`config.mk`:
```
export PLATFORM = sky130hd
export DESIGN_NAME = peak_detector
export DESIGN_NICKNAME = d
export VERILOG_FILES = /design/src/rtl/peak_detector_pkg.sv /design/src/rtl/peak_refractory_timer.sv /design/src/rtl/peak_detector.sv
export SDC_FILE = /design/constraint.sdc
export NUM_CORES = 1
export LEC_CHECK = 0
export CAP_MARGIN = 10
export CORE_ASPECT_RATIO = 1.5
export CORE_UTILIZATION = 49
export DETAILED_ROUTE_END_ITERATION = 10
export PLACE_DENSITY_LB_ADDON = 0.2
export SETUP_SLACK_MARGIN = 0.3
export SLEW_MARGIN = 20
export SYNTH_ARGS = -nofsm -noshare
export SYNTH_HDL_FRONTEND = slang
export SYNTH_SLANG_ARGS = --single-unit
```
`constraint.sdc`:
```
create_clock -name clk -period 2.6 [get_ports clk]
set_input_delay 0.39 -clock clk [delete_from_list [all_inputs] [get_ports clk]]
set_output_delay 0.39 -clock clk [all_outputs]
set_load 0.03 [all_outputs]
```
`src/rtl/peak_detector_pkg.sv`:
```
// Shared defaults and helpers for the PPG peak detector slice.
package peak_detector_pkg;

    localparam int PD_WIDTH_DEF      = 10;
    localparam int PD_THRESH_DEF     = 50;
    localparam int PD_REF_PERIOD_DEF = 8;

    // The counter has to hold the refractory period itself, hence the +1.
    function automatic int refCntWidth(input int refPeriod);
        return (refPeriod < 1) ? 1 : $clog2(refPeriod + 1);
    endfunction

endpackage

```
`src/rtl/peak_refractory_timer.sv`:
```
// Refractory lockout counter: loads on a detection, counts down once per accepted sample.
module peak_refractory_timer
    import peak_detector_pkg::*;
#(
    parameter int PERIOD = PD_REF_PERIOD_DEF,
    parameter int CNT_W  = refCntWidth(PERIOD)
) (
    input  logic clk,
    input  logic rst_n,
    input  logic load_i,
    input  logic strobe_i,
    output logic busy_o
);

    logic [CNT_W-1:0] count_q;
    logic [CNT_W-1:0] count_d;

    // A load wins over a decrement so the detecting sample restarts the full lockout.
    always_comb begin
        count_d = count_q;
        if (load_i) begin
            count_d = CNT_W'(PERIOD);
        end else if (strobe_i && (count_q != '0)) begin
            count_d = count_q - CNT_W'(1);
        end
    end

    always_ff @(posedge clk or negedge rst_n) begin
        if (!rst_n) begin
            count_q <= '0;
        end else begin
            count_q <= count_d;
        end
    end

    assign busy_o = (count_q != '0);

endmodule

```
`src/rtl/peak_detector.sv`:
```
// Streaming local-maximum detector for the filtered PPG signal.
// Optional peak counter output enabled by defining PEAK_DETECTOR_COUNT_EN.
module peak_detector
    import peak_detector_pkg::*;
#(
    parameter int WIDTH      = PD_WIDTH_DEF,
    parameter int THRESH     = PD_THRESH_DEF,
    parameter int REF_PERIOD = PD_REF_PERIOD_DEF
) (
    input  logic                    clk,
    input  logic                    rst_n,
    input  logic                    en,
    input  logic signed [WIDTH-1:0] ppg_in,
    input  logic                    valid_in,
    output logic                    peak_detected
`ifdef PEAK_DETECTOR_COUNT_EN
    ,
    output logic [15:0]             peak_count
`endif
);

    localparam int REF_W = refCntWidth(REF_PERIOD);
    localparam logic signed [WIDTH-1:0] THRESH_S = THRESH[WIDTH-1:0];

    logic                    acc;
    logic                    confirm;
    logic                    refBusy;

    logic signed [WIDTH-1:0] s1_q, s1_d;
    logic signed [WIDTH-1:0] s2_q, s2_d;
    logic [1:0]              histCnt_q, histCnt_d;
    logic                    peak_q, peak_d;

    assign acc = en && valid_in;

    // s1 is the candidate: it must rise out of s2 and not be exceeded by the current sample.
    assign confirm = acc
                   && (histCnt_q == 2'd2)
                   && (s1_q > s2_q)
                   && (s1_q >= ppg_in)
                   && (s1_q > THRESH_S)
                   && !refBusy;

    always_comb begin
        s1_d      = s1_q;
        s2_d      = s2_q;
        histCnt_d = histCnt_q;
        peak_d    = confirm;
        if (acc) begin
            s2_d = s1_q;
            s1_d = ppg_in;
            if (histCnt_q != 2'd2) begin
                histCnt_d = histCnt_q + 2'd1;
            end
        end
    end

    always_ff @(posedge clk or negedge rst_n) begin
        if (!rst_n) begin
            s1_q      <= '0;
            s2_q      <= '0;
            histCnt_q <= 2'd0;
            peak_q    <= 1'b0;
        end else begin
            s1_q      <= s1_d;
            s2_q      <= s2_d;
            histCnt_q <= histCnt_d;
            peak_q    <= peak_d;
        end
    end

    peak_refractory_timer #(
        .PERIOD (REF_PERIOD),
        .CNT_W  (REF_W)
    ) u_refTimer (
        .clk      (clk),
        .rst_n    (rst_n),
        .load_i   (confirm),
        .strobe_i (acc),
        .busy_o   (refBusy)
    );

    assign peak_detected = peak_q;

`ifdef PEAK_DETECTOR_COUNT_EN
    logic [15:0] count_q;
    logic [15:0] count_d;

    always_comb begin
        count_d = count_q;
        if (confirm) begin
            count_d = count_q + 16'd1;
        end
    end

    always_ff @(posedge clk or negedge rst_n) begin
        if (!rst_n) begin
            count_q <= 16'd0;
        end else begin
            count_q <= count_d;
        end
    end

    assign peak_count = count_q;
`endif

endmodule

```
==> key figures, run 1 <==
GRT
  – Largest net degree at the start of global routing: 28
  – Initial antenna violation count: 0
  – All-Layer GR Usage: 19.0%
  – Gr ovfl total: 0
  – Vias in the first global route: 1231
  – First-pass GRT wire length: 5180 microns

Yosys
  – Mapped Nets: 199
  – Post-Synthesis Cells: 163
  – Top-count cell post-synth: dfrtp_1
  – Async set or reset register ratio after synthesis: 100%
  – Yosys reg bits: 27
  – Synth area leader: dfrtp_1
  – Simple-Gate Fraction of Synth Area: 13.0%
  – EDFF count, synth: 0
  – Top post-synthesis cells by area: dfrtp_1 (42%), ha_1 (17%), mux2_2 (7.0%), inv_1 (6.1%), o21ai_0 (4.7%)
  – Synth Area in XOR/XNOR: 0.544%
  – Syn Area/Cell: 9.88 sq um
  – Yosys top cell area share: 42.0%
  – Synth Area in Compound Gates: 13.1%
  – Post-synthesis adder-cell area fraction: 17.1%
  – Mux contribution to synthesized area: 7.61%
  – Leading cell types by count after synthesis: dfrtp_1 (27), inv_1 (26), ha_1 (22)
  – YS warnings: 0
  – Largest family of logic cells by synthesized area: adder cells
  – Unique masters post-synth: 33
  – Mapped cell area: 0.00161 sq mm
  – Primary FF master, synth: dfrtp_1
  – Sequential area share after synthesis: 42.0%

Critical path
  – Worst setup SP type: input port
  – CP max stage cell: a2111oi_0
  – Max Fanout on Critical Path: 4
  – Arr. time, crit path: 2380 ps
  – WP data required: 2770 ps
  – Worst setup EP type: flop
  – Worst Path Class, Setup: input port to flop
  – Critical path, cell by cell: clkdlybuf4s50_1 -> inv_1 -> ha_1 -> a21o_2 -> a2111oi_0 -> o221a_2 -> a211oi_4 -> nand2b_1
  – Crit path largest cell delay: 460 ps

Flow run
  – Max cap viols: 0

Finish
  – Finished Cell Area: 0.00186 sq mm
  – Final net count: 218
  – Fill count: 288
  – Layout cells sized above 1: 11.6%
  – Reg area: 676 sq um
  – Diodes inserted: 0
  – Synth-to-Final Area Change: 15.3%
  – Multi-input gate area: 826 sq um

Pwr
  – Final Power: 1.24 mW
  – Pleak: 0.906 nW
  – Reg power frac: 48.0%
  – Internal power: 0.826 mW
  – Sw power: 0.410 mW
  – Pwr dens: 666 mW/mm^2
  – Comb pwr share: 32.7%
  – Worst VDD drop: 0.335 mV
  – Sw Ratio: 33.2%
  – Clk pwr share: 19.3%

Floorplan
  – Chip height: 72.2 microns
  – Starting Density: 51.5%
  – Area of the die: 0.00352 sq mm
  – I/O Pins: 15
  – Number of cell rows: 25
  – Core area: 0.00313 sq mm
  – Die Wd: 48.8 microns

Clocking
  – Resized Gates After CTS: 0
  – Clock slew at reported path FFs: 90 ps
  – Latest clock arrival within the worst-skew pair: 270 ps
  – CTS max path bufs: 2
  – Postcts setup bufs: 0
  – Num Clock Sinks: 27
  – TritonCTS Buffers: 3
  – CTS H-tree depth: 1
  – Clk root buf: clkbuf_8
  – CTS Hold Buffers Added: 0
  – TritonCTS clock tree: built

Drt
  – Drt wl/cell: 13.0 microns
  – Iteration-0 DRC Markers: 7
  – Drt first pass iters: 5
  – Post-route DRC: 0
  – Final antenna-violating net count: 0
  – Vias per std cell: 5.19
  – Post-Route WL: 2870 microns
  – DR vias: 1148

Run status
  – Outcome: finished clean

Timing
  – Max_slew headroom: 55.3%
  – Final worst-path cycle share: 85.1%
  – Setup ws final: 388 ps
  – RSZ-0062 raised after global routing: no
  – Final setup violation count: 0
  – Sum Neg Setup Slack: 0 ps
  – Final min period: 2210 ps
  – Final Hold Viols: 0
  – Pins Over Slew Limit: 0
  – Worst-Margin Slew: 662 ps
  – Clock Skew: 4.35 ps
  – FMAX: 452 MHz

Place
  – Port bufs: 14
  – Setup WS pre-CTS: 79.1 ps
  – DP Area: 0.00181 sq mm
  – Global placer's final weighted congestion: 0.764
  – Hpwl dp: 2210 microns

Hold path
  – Worst Hold Class: input port to asynchronous set/reset pin
[flip-flops by register name, indices dropped and copies added (netlist names)]
| register | flops |
|---|---|
| histCnt_q | 2 |
| peak_detected | 1 |
| s1_q | 10 |
| s2_q | 10 |
| u_refTimer.count_q | 4 |
[power groups by stage]
stage	Clock [mW]	Combinational, mW	Sequential (mW)
after CTS	0.245	0.410	0.594
final	0.238	0.404	0.593
after global routing	0.258	0.474	0.609
after global placement	0	0.385	0.598
after detailed placement	0	0.404	0.603
after floorplan	0	0.303	0.580
[layout make-up]
| class | instances | share of cell area, % |
|---|---|---|
| clock buffers | 4 | 2.43 |
| well taps | 40 | 2.70 |
| inverters | 26 | 5.26 |
| multi-input cells | 107 | 44.5 |
| flip-flops and latches | 27 | 36.4 |
| repair buffers | 17 | 8.76 |
[layer usage]
| layer | GRT usage [%] | vias up | part of all wire (%) |
|---|---|---|---|
| met5 | 0 | - | 0 |
| met1 | 22.8 | 535 | 44 |
| met4 | 6.86 | 0 | 1.6 |
| met3 | 2.10 | 5 | 2.2 |
| li1 | - | 594 | - |
| met2 | 34.9 | 14 | 53 |
[worst max-delay path, delay by kind of cell]
kind / cells / cell delay [ps]
simple gates: 1 / 150
compound gates: 4 / 1030
fa+ha+maj: 1 / 320
buf+inv: 2 / 500
[through the flow]
| step | hold slack [ps] | utilization (%) | cells |
|---|---|---|---|
| after global placement | 478 | 57.9 | 217 |
| after global routing | 523 | 59.4 | 221 |
| after floorplan | 94.4 | - | 163 |
| after CTS | 496 | 59.4 | 221 |
| final | 481 | 59.4 | 221 |
| after detailed placement | 494 | 57.9 | 217 |
[kinds of logic after synthesis]
logic type      Yosys count
flops                    27
fa+ha+maj                22
xor+xnor                  1
simple gates             41
compound gates           32
buf+inv                  29
mux                      11
[layout by cell type, fill, tap and decap left out]
master           instances
nand4_1                  3
o21ai_0                 15
clkbuf_8                 3
clkdlybuf4s50_1         14
nand2b_1                 4
and2b_2                  1
a211oi_4                 1
inv_1                   26
o221a_2                  1
ha_1                    22
a31oi_1                  1
dfrtp_1                 27
or3_1                    1
nor4_1                   1
a21oi_1                  5
nand2_1                 18
nor3_1                   2
o31ai_1                  1
o211ai_1                 1
mux2i_1                  1
nor2_1                   4
nor2b_1                  2
buf_4                    3
a21o_2                   1
and4_1                   2
o22ai_1                  1
o311ai_0                 1
clkbuf_1                 1
a21bo_2                  1
a2111oi_0                1
a211oi_1                 1
xnor2_1                  1
nand4bb_1                1
o21a_1                   1
nand3_1                  2
mux2_2                  10
[worst paths after layout]
kind	from	endpoint	slack, ps	cells past startpoint
worst max-delay path	ppg_in[7]	u_refTimer.count_q[3]	390	8
worst min-delay path	rst_n	s2_q[4]	480	2
worst max register to register	s1_q[7]	u_refTimer.count_q[3]	550	6
worst min register to register	s2_q[4]	s2_q[4]	510	1
max in group asynchronous	rst_n	peak_detected	1870	2
min in group clk	s2_q[4]	s2_q[4]	510	1
No activity file was read; power rests on OpenSTA's default activity.
==> inputs of run 2 (changes only) <==
SYNTH_HIERARCHICAL = 1   (was not set)
==> run 2 against run 1 <==
Compared with the run above:
- combinational power grew 9.7%
- clock power is essentially flat
- cell count is 5.9% higher
- design area up 2.7%
- clock-buffer cell count fell by 1
- power up 2.4%
- worst hold slack gained 13 ps
- register-to-register slack got worse by 90 ps
- global-route usage rose by 0.89 points
- largest power group unchanged
==> key figures, run 2 <==
Yosys
  – Top post-synthesis cells by area: dfrtp_1 (42%), ha_1 (18%), o21ai_0 (6.5%), inv_1 (6.3%), nand2_1 (5.8%)
  – Synth Area in XOR/XNOR: 0.540%
  – YS warnings: 6
  – Synth area leader: dfrtp_1
  – Simple-Gate Fraction of Synth Area: 14.0%
  – Post-Synthesis Cells: 174
  – Syn Area/Cell: 9.32 sq um
  – Primary FF master, synth: dfrtp_1
  – Synth Area in Compound Gates: 17.3%
  – Mapped Nets: 211
  – Largest family of logic cells by synthesized area: adder cells
  – EDFF count, synth: 0
  – Async set or reset register ratio after synthesis: 100%
  – Post-synthesis adder-cell area fraction: 17.7%
  – Sequential area share after synthesis: 41.7%
  – Unique masters post-synth: 36
  – Mapped cell area: 0.00162 sq mm
  – Leading cell types by count after synthesis: dfrtp_1 (27), inv_1 (27), nand2_1 (25)
  – Mux contribution to synthesized area: 1.39%
  – Yosys reg bits: 27
  – Yosys top cell area share: 41.7%

Clocking
  – CTS Hold Buffers Added: 0
  – CTS H-tree depth: 1
  – Clk root buf: clkbuf_8
  – TritonCTS Buffers: 3
  – Num Clock Sinks: 27
  – Clock slew at reported path FFs: 90 ps
  – CTS max path bufs: 2
  – Latest clock arrival within the worst-skew pair: 270 ps
  – TritonCTS clock tree: built

Pwr
  – Pleak: 0.937 nW
  – Sw power: 0.425 mW
  – Final Power: 1.27 mW
  – Pwr dens: 663 mW/mm^2
  – Worst VDD drop: 0.474 mV
  – Comb pwr share: 35.0%
  – Reg power frac: 46.3%
  – Sw Ratio: 33.6%
  – Clk pwr share: 18.7%
  – Internal power: 0.840 mW

Place
  – Placed Cells: 227
  – Port bufs: 14
  – Setup WS pre-CTS: 82.7 ps
  – Global placer's final weighted congestion: 0.853
  – Hpwl dp: 2470 microns

Critical path
  – Worst setup EP type: flop
  – Buf/Inv on CP: 2
  – Kind of cell adding the most delay to the critical path: compound AO/OA/AOI/OAI gates
  – CP max stage cell: clkdlybuf4s50_1
  – WP data required: 2760 ps
  – Arr. time, crit path: 2370 ps
  – Crit path largest cell delay: 450 ps
  – Worst setup SP type: input port
  – Worst Path Class, Setup: input port to flop
  – Critical path, cell by cell: clkdlybuf4s50_1 -> inv_1 -> ha_1 -> and4_4 -> and3_1 -> o31a_1 -> o211a_4 -> a211o_1
  – Max Fanout on Critical Path: 7

Finish
  – Final net count: 232
  – Synth-to-Final Area Change: 17.6%
  – Diodes inserted: 0
  – Most frequent cells in the layout: dfrtp_1 (27), inv_1 (25), nand2_1 (25)
  – Layout cells sized above 1: 10.3%
  – Final Non-Filler Cells: 234
  – Reg area: 676 sq um
  – Fill count: 270
  – Final core utilization: 60.4%
  – Multi-input gate area: 845 sq um
  – Top flop regs: s1_q (10), s2_q (10), u_refTimer/count_q (4)
  – Commonest non-fill, non-tap cell in the layout: dfrtp_1

Floorplan
  – Core area: 0.00316 sq mm
  – Die Wd: 49.0 microns
  – Chip height: 72.5 microns
  – Number of cell rows: 25
  – I/O Pins: 15
  – Area of the die: 0.00355 sq mm
  – Starting Density: 51.3%

Drt
  – Drt first pass iters: 4
  – Drt wl/cell: 13.8 microns
  – Post-Route WL: 3220 microns
  – Iteration-0 DRC Markers: 17
  – Vias per std cell: 5.39
  – Final antenna-violating net count: 0
  – DR vias: 1262
  – Post-route DRC: 0

Hold path
  – Worst Hold Class: input port to asynchronous set/reset pin

Timing
  – Sum Neg Setup Slack: 0 ps
  – Clock Skew: 7.18 ps
  – RSZ-0062 raised after global routing: no
  – Setup ws final: 395 ps
  – Final setup violation count: 0
  – Final worst-path cycle share: 84.8%
  – Max_slew headroom: 76.0%
  – Final Hold Viols: 0
  – FMAX: 453 MHz
  – Worst-Margin Slew: 357 ps
  – Final min period: 2210 ps
  – Pins Over Slew Limit: 0

Run status
  – Outcome: finished clean

GRT
  – Gr ovfl total: 0
  – Largest net degree at the start of global routing: 28
  – Vias in the first global route: 1306
  – All-Layer GR Usage: 19.9%
  – First-pass GRT wire length: 5420 microns
  – Initial antenna violation count: 0

Flow run
  – Max cap viols: 0
==> run 2: cell count changes in the layout (fill, tap and decap cells not counted), sizes merged, moves of 3 or more <==
cell,change
mux2,-8
nand2,+7
o21ai,+6
nand2b,-4
buf,+3
nor2,+3
==> run 2: per-stage QoR <==
| stage | hold slack (ps) | area [sq um] |
|---|---|---|
| global route | 532 | 1910 |
| finish | 495 | 1910 |
| floorplan | 94.4 | 1620 |
| detailed placement | 512 | 1820 |
| global placement | 493 | 1820 |
| CTS | 515 | 1870 |
==> run 2: cells by family (layout without fill, tap and decap cells) <==
group                    after synthesis  after routing
AND/OR/NAND/NOR                       47             47
AO/OA/AOI/OAI                         42             42
buffers and inverters                 32             52
flip-flops                            27             27
adder cells (fa/ha/maj)               23             23
multiplexers                           2              2
XOR/XNOR                               1              1
==> run 2: power groups by stage <==
stage	Combinational [mW]	Sequential (mW)	Clock (mW)
after global routing	0.513	0.595	0.261
after detailed placement	0.414	0.584	0
final	0.443	0.585	0.236
after CTS	0.418	0.578	0.245
after global placement	0.386	0.579	0
after floorplan	0.309	0.564	0
==> run 2: worst register-to-register path, cell delays in order, from the launching register on <==
cell and delay, ps:
dfrtp_1 440, ha_1 360, nand4_1 150, or2_0 240, o221ai_1 300, o211a_4 250, nor2_1 50, mux2_2 250
==> run 2: area by class of cell <==
cell class,count,area share [%]
Timing Repair Buffer,20,9.71
Inverter,28,5.51
Clock buffer,3,2.17
Sequential cell,27,35.4
Tap cell,40,2.62
Clock inverter,1,0.262
Multi-Input combinational cell,115,44.3
==> run 2: timing repair <==
action | 4_1_cts | 5_1_grt
setup endpoints to repair | 2 | 3
setup buffers | 0 | 3
gates resized for setup | 1 | 4
pin swaps | 0 | 3
==> run 2: layer usage <==
layer  share of wire (%)  routed length (microns)  GRT usage, %  up-vias
li1                    -                        -             -      632
met1                  42                     1340          21.4      616
met2                  56                     1810          40.1       10
met3                 1.3                       42          1.89        4
met4                0.78                       25          5.88        0
met5                   0                        0             0        -
==> run 2: worst paths after layout <==
check,slack [ps],endpoint,cells past startpoint,start
max in group asynchronous,1840,s2_q[8],2,rst_n
worst max-delay path,390,u_refTimer/count_q[3],8,ppg_in[4]
min in group clk,520,s2_q[0],2,s2_q[0]
worst min register to register,520,s2_q[0],2,s2_q[0]
worst max register to register,460,u_refTimer/count_q[1],7,s1_q[8]
worst min-delay path,490,s2_q[2],2,rst_n
==> inputs of run 3 (changes only) <==
clock period = 2 ns   (was 2.6 ns; I/O delays follow)
==> run 3 against run 2 <==
Compared with the run above:
- the run now ends with negative setup slack left
- worst hold slack worse by 150 ps
- first-iteration DRC count shrank 12%
- clock-buffer cell count up 1
- largest cell class unchanged
- sequential share of layout area is 5.5 points lower
- die area unchanged
- highest routed layer unchanged
- wire length increased by 24%
- sequential power rose by 32%
- core utilization grew 12 points
- design area up 20%
==> key figures, run 3 (same netlist as run 2, synthesis figures left out) <==
Finish
  – Reg area: 684 sq um
  – Fill count: 231
  – Top flop regs: s1_q (10), s2_q (10), u_refTimer/count_q (4)
  – Diodes inserted: 0
  – Final Non-Filler Cells: 255
  – Finished Cell Area: 0.00229 sq mm
  – Multi-input gate area: 0.00105 sq mm
  – Synth-to-Final Area Change: 41.0%
  – Commonest non-fill, non-tap cell in the layout: buf_4
  – Most frequent cells in the layout: buf_4 (26), nand2_1 (25), o21ai_0 (21)
  – Final net count: 253
  – Layout cells sized above 1: 36.3%

Pwr
  – Comb pwr share: 44.5%
  – Internal power: 1.27 mW
  – Reg power frac: 39.6%
  – Worst VDD drop: 0.726 mV
  – Pleak: 1.07 nW
  – Sw power: 0.686 mW
  – Final Power: 1.96 mW
  – Clk pwr share: 15.9%
  – Sw Ratio: 35.0%
  – Pwr dens: 857 mW/mm^2

Timing
  – Worst-Margin Slew: 359 ps
  – Setup ws final: -74.9 ps
  – Min Hold Slack: 345 ps
  – Final setup violation count: 2
  – Sum Neg Setup Slack: -146 ps
  – RSZ-0062 raised after global routing: yes
  – Max_slew headroom: 76.1%
  – Pins Over Slew Limit: 0
  – Final worst-path cycle share: 104%
  – Final Hold Viols: 0
  – Final min period: 2070 ps
  – Clock Skew: 3.87 ps
  – FMAX: 482 MHz

Clocking
  – TritonCTS clock tree: built
  – CTS max path bufs: 2
  – Latest clock arrival within the worst-skew pair: 270 ps
  – Clock slew at reported path FFs: 90 ps
  – Clk root buf: clkbuf_8
  – CTS H-tree depth: 1
  – TritonCTS Buffers: 3
  – Num Clock Sinks: 27

Run status
  – Outcome: finished with violations
  – Failing checks: negative setup slack

Place
  – Port bufs: 14
  – Hpwl dp: 2800 microns
  – DP Area: 0.00200 sq mm
  – Placed Cells: 244
  – Global placer's final weighted congestion: 0.790

Drt
  – Post-route DRC: 0
  – Vias per std cell: 5.48
  – Drt first pass iters: 6
  – Met3 WL post-DR: 76 microns
  – DR vias: 1397
  – Final antenna-violating net count: 0
  – Iteration-0 DRC Markers: 15
  – Drt wl/cell: 15.6 microns
  – Post-Route WL: 3990 microns
  – Wire length on met1: 1500 microns
  – DR top layer: met4
  – Met2 wire length: 2320 microns

Hold path
  – Worst Hold Class: input port to flop

GRT
  – Gr ovfl total: 0
  – Vias in the first global route: 1476
  – Largest net degree at the start of global routing: 28
  – First-pass GRT wire length: 6500 microns
  – All-Layer GR Usage: 24.2%
  – Initial antenna violation count: 0

Critical path
  – Worst r2r src: s1_q[9]
  – R2R cell count: 7
  – Worst Path Class, Setup: flop to flop
  – Worst setup path endpoint: u_refTimer/count_q[0]
  – Worst R2R Setup Slack: -70 ps
  – Max Fanout on Critical Path: 7
  – Crit. Startpoint: s1_q[9]
  – WP data required: 2160 ps
  – Arr. time, crit path: 2240 ps
  – RR Endpoint: u_refTimer/count_q[0]
  – Worst setup SP type: flop
  – Worst setup EP type: flop

Floorplan
  – Starting Density: 51.3%
  – Die Wd: 49.0 microns
  – Area of the die: 0.00355 sq mm
  – Number of cell rows: 25
  – Core area: 0.00316 sq mm
  – Chip height: 72.5 microns
  – I/O Pins: 15

Flow run
  – Max cap viols: 0
-- run 3: worst min path at each step --
stage	slack [ps]	cells after the start	end	from
detailed placement	500	2	s2_q[0]	s2_q[0]
floorplan	4	0	histCnt_q[0]	rst_n
global placement	490	2	s2_q[0]	s2_q[0]
finish	340	3	s1_q[2]	ppg_in[2]
global route	370	3	s1_q[5]	ppg_in[5]
CTS	410	2	s1_q[6]	rst_n
-- run 3: what timing repair did --
item,CTS,global route
gates resized for setup,24,25
setup endpoints to repair,5,5
hold buffers,0,0
setup buffers,4,3
hold endpoints to repair,0,0
pin swaps,12,13
gates cloned,0,0
-- run 3: area by class of cell --
type                       instances  area share (%)
multi-input combinational        115            46.1
sequential                        27            29.9
timing repair buffer              41            15.3
inverter                          28            4.60
tap                               40            2.19
clock buffer                       4            1.97
-- run 3: power by group through the flow --
stage / Sequential [mW] / Combinational (mW) / Clock (mW)
floorplan: 0.748 / 0.433 / 0
global placement: 0.760 / 0.654 / 0
detailed placement: 0.769 / 0.708 / 0
CTS: 0.764 / 0.775 / 0.317
global route: 0.787 / 0.966 / 0.336
finish: 0.775 / 0.873 / 0.312
-- run 3: worst max-delay path, stage by stage (launching register included) --
cell      delay (ps)
dfrtp_2          470
ha_4             290
nand4_1          170
or2_1            290
o221ai_2         180
o211a_4          240
nor2_2            50
mux2_4           270
-- run 3: metrics by stage --
step | setup WS [ps] | utilization [%]
after floorplan | 108 | -
after global placement | -379 | 63.3
after detailed placement | -411 | 63.3
after CTS | -41.3 | 68.3
after global routing | -140 | 72.4
final | -74.9 | 72.4
-- run 3: per-layer routing --
metal,global-route usage [%],vias up
li1,-,677
met1,24.6,690
met2,47.8,22
met3,2.52,8
met4,12.4,0
met5,0,-
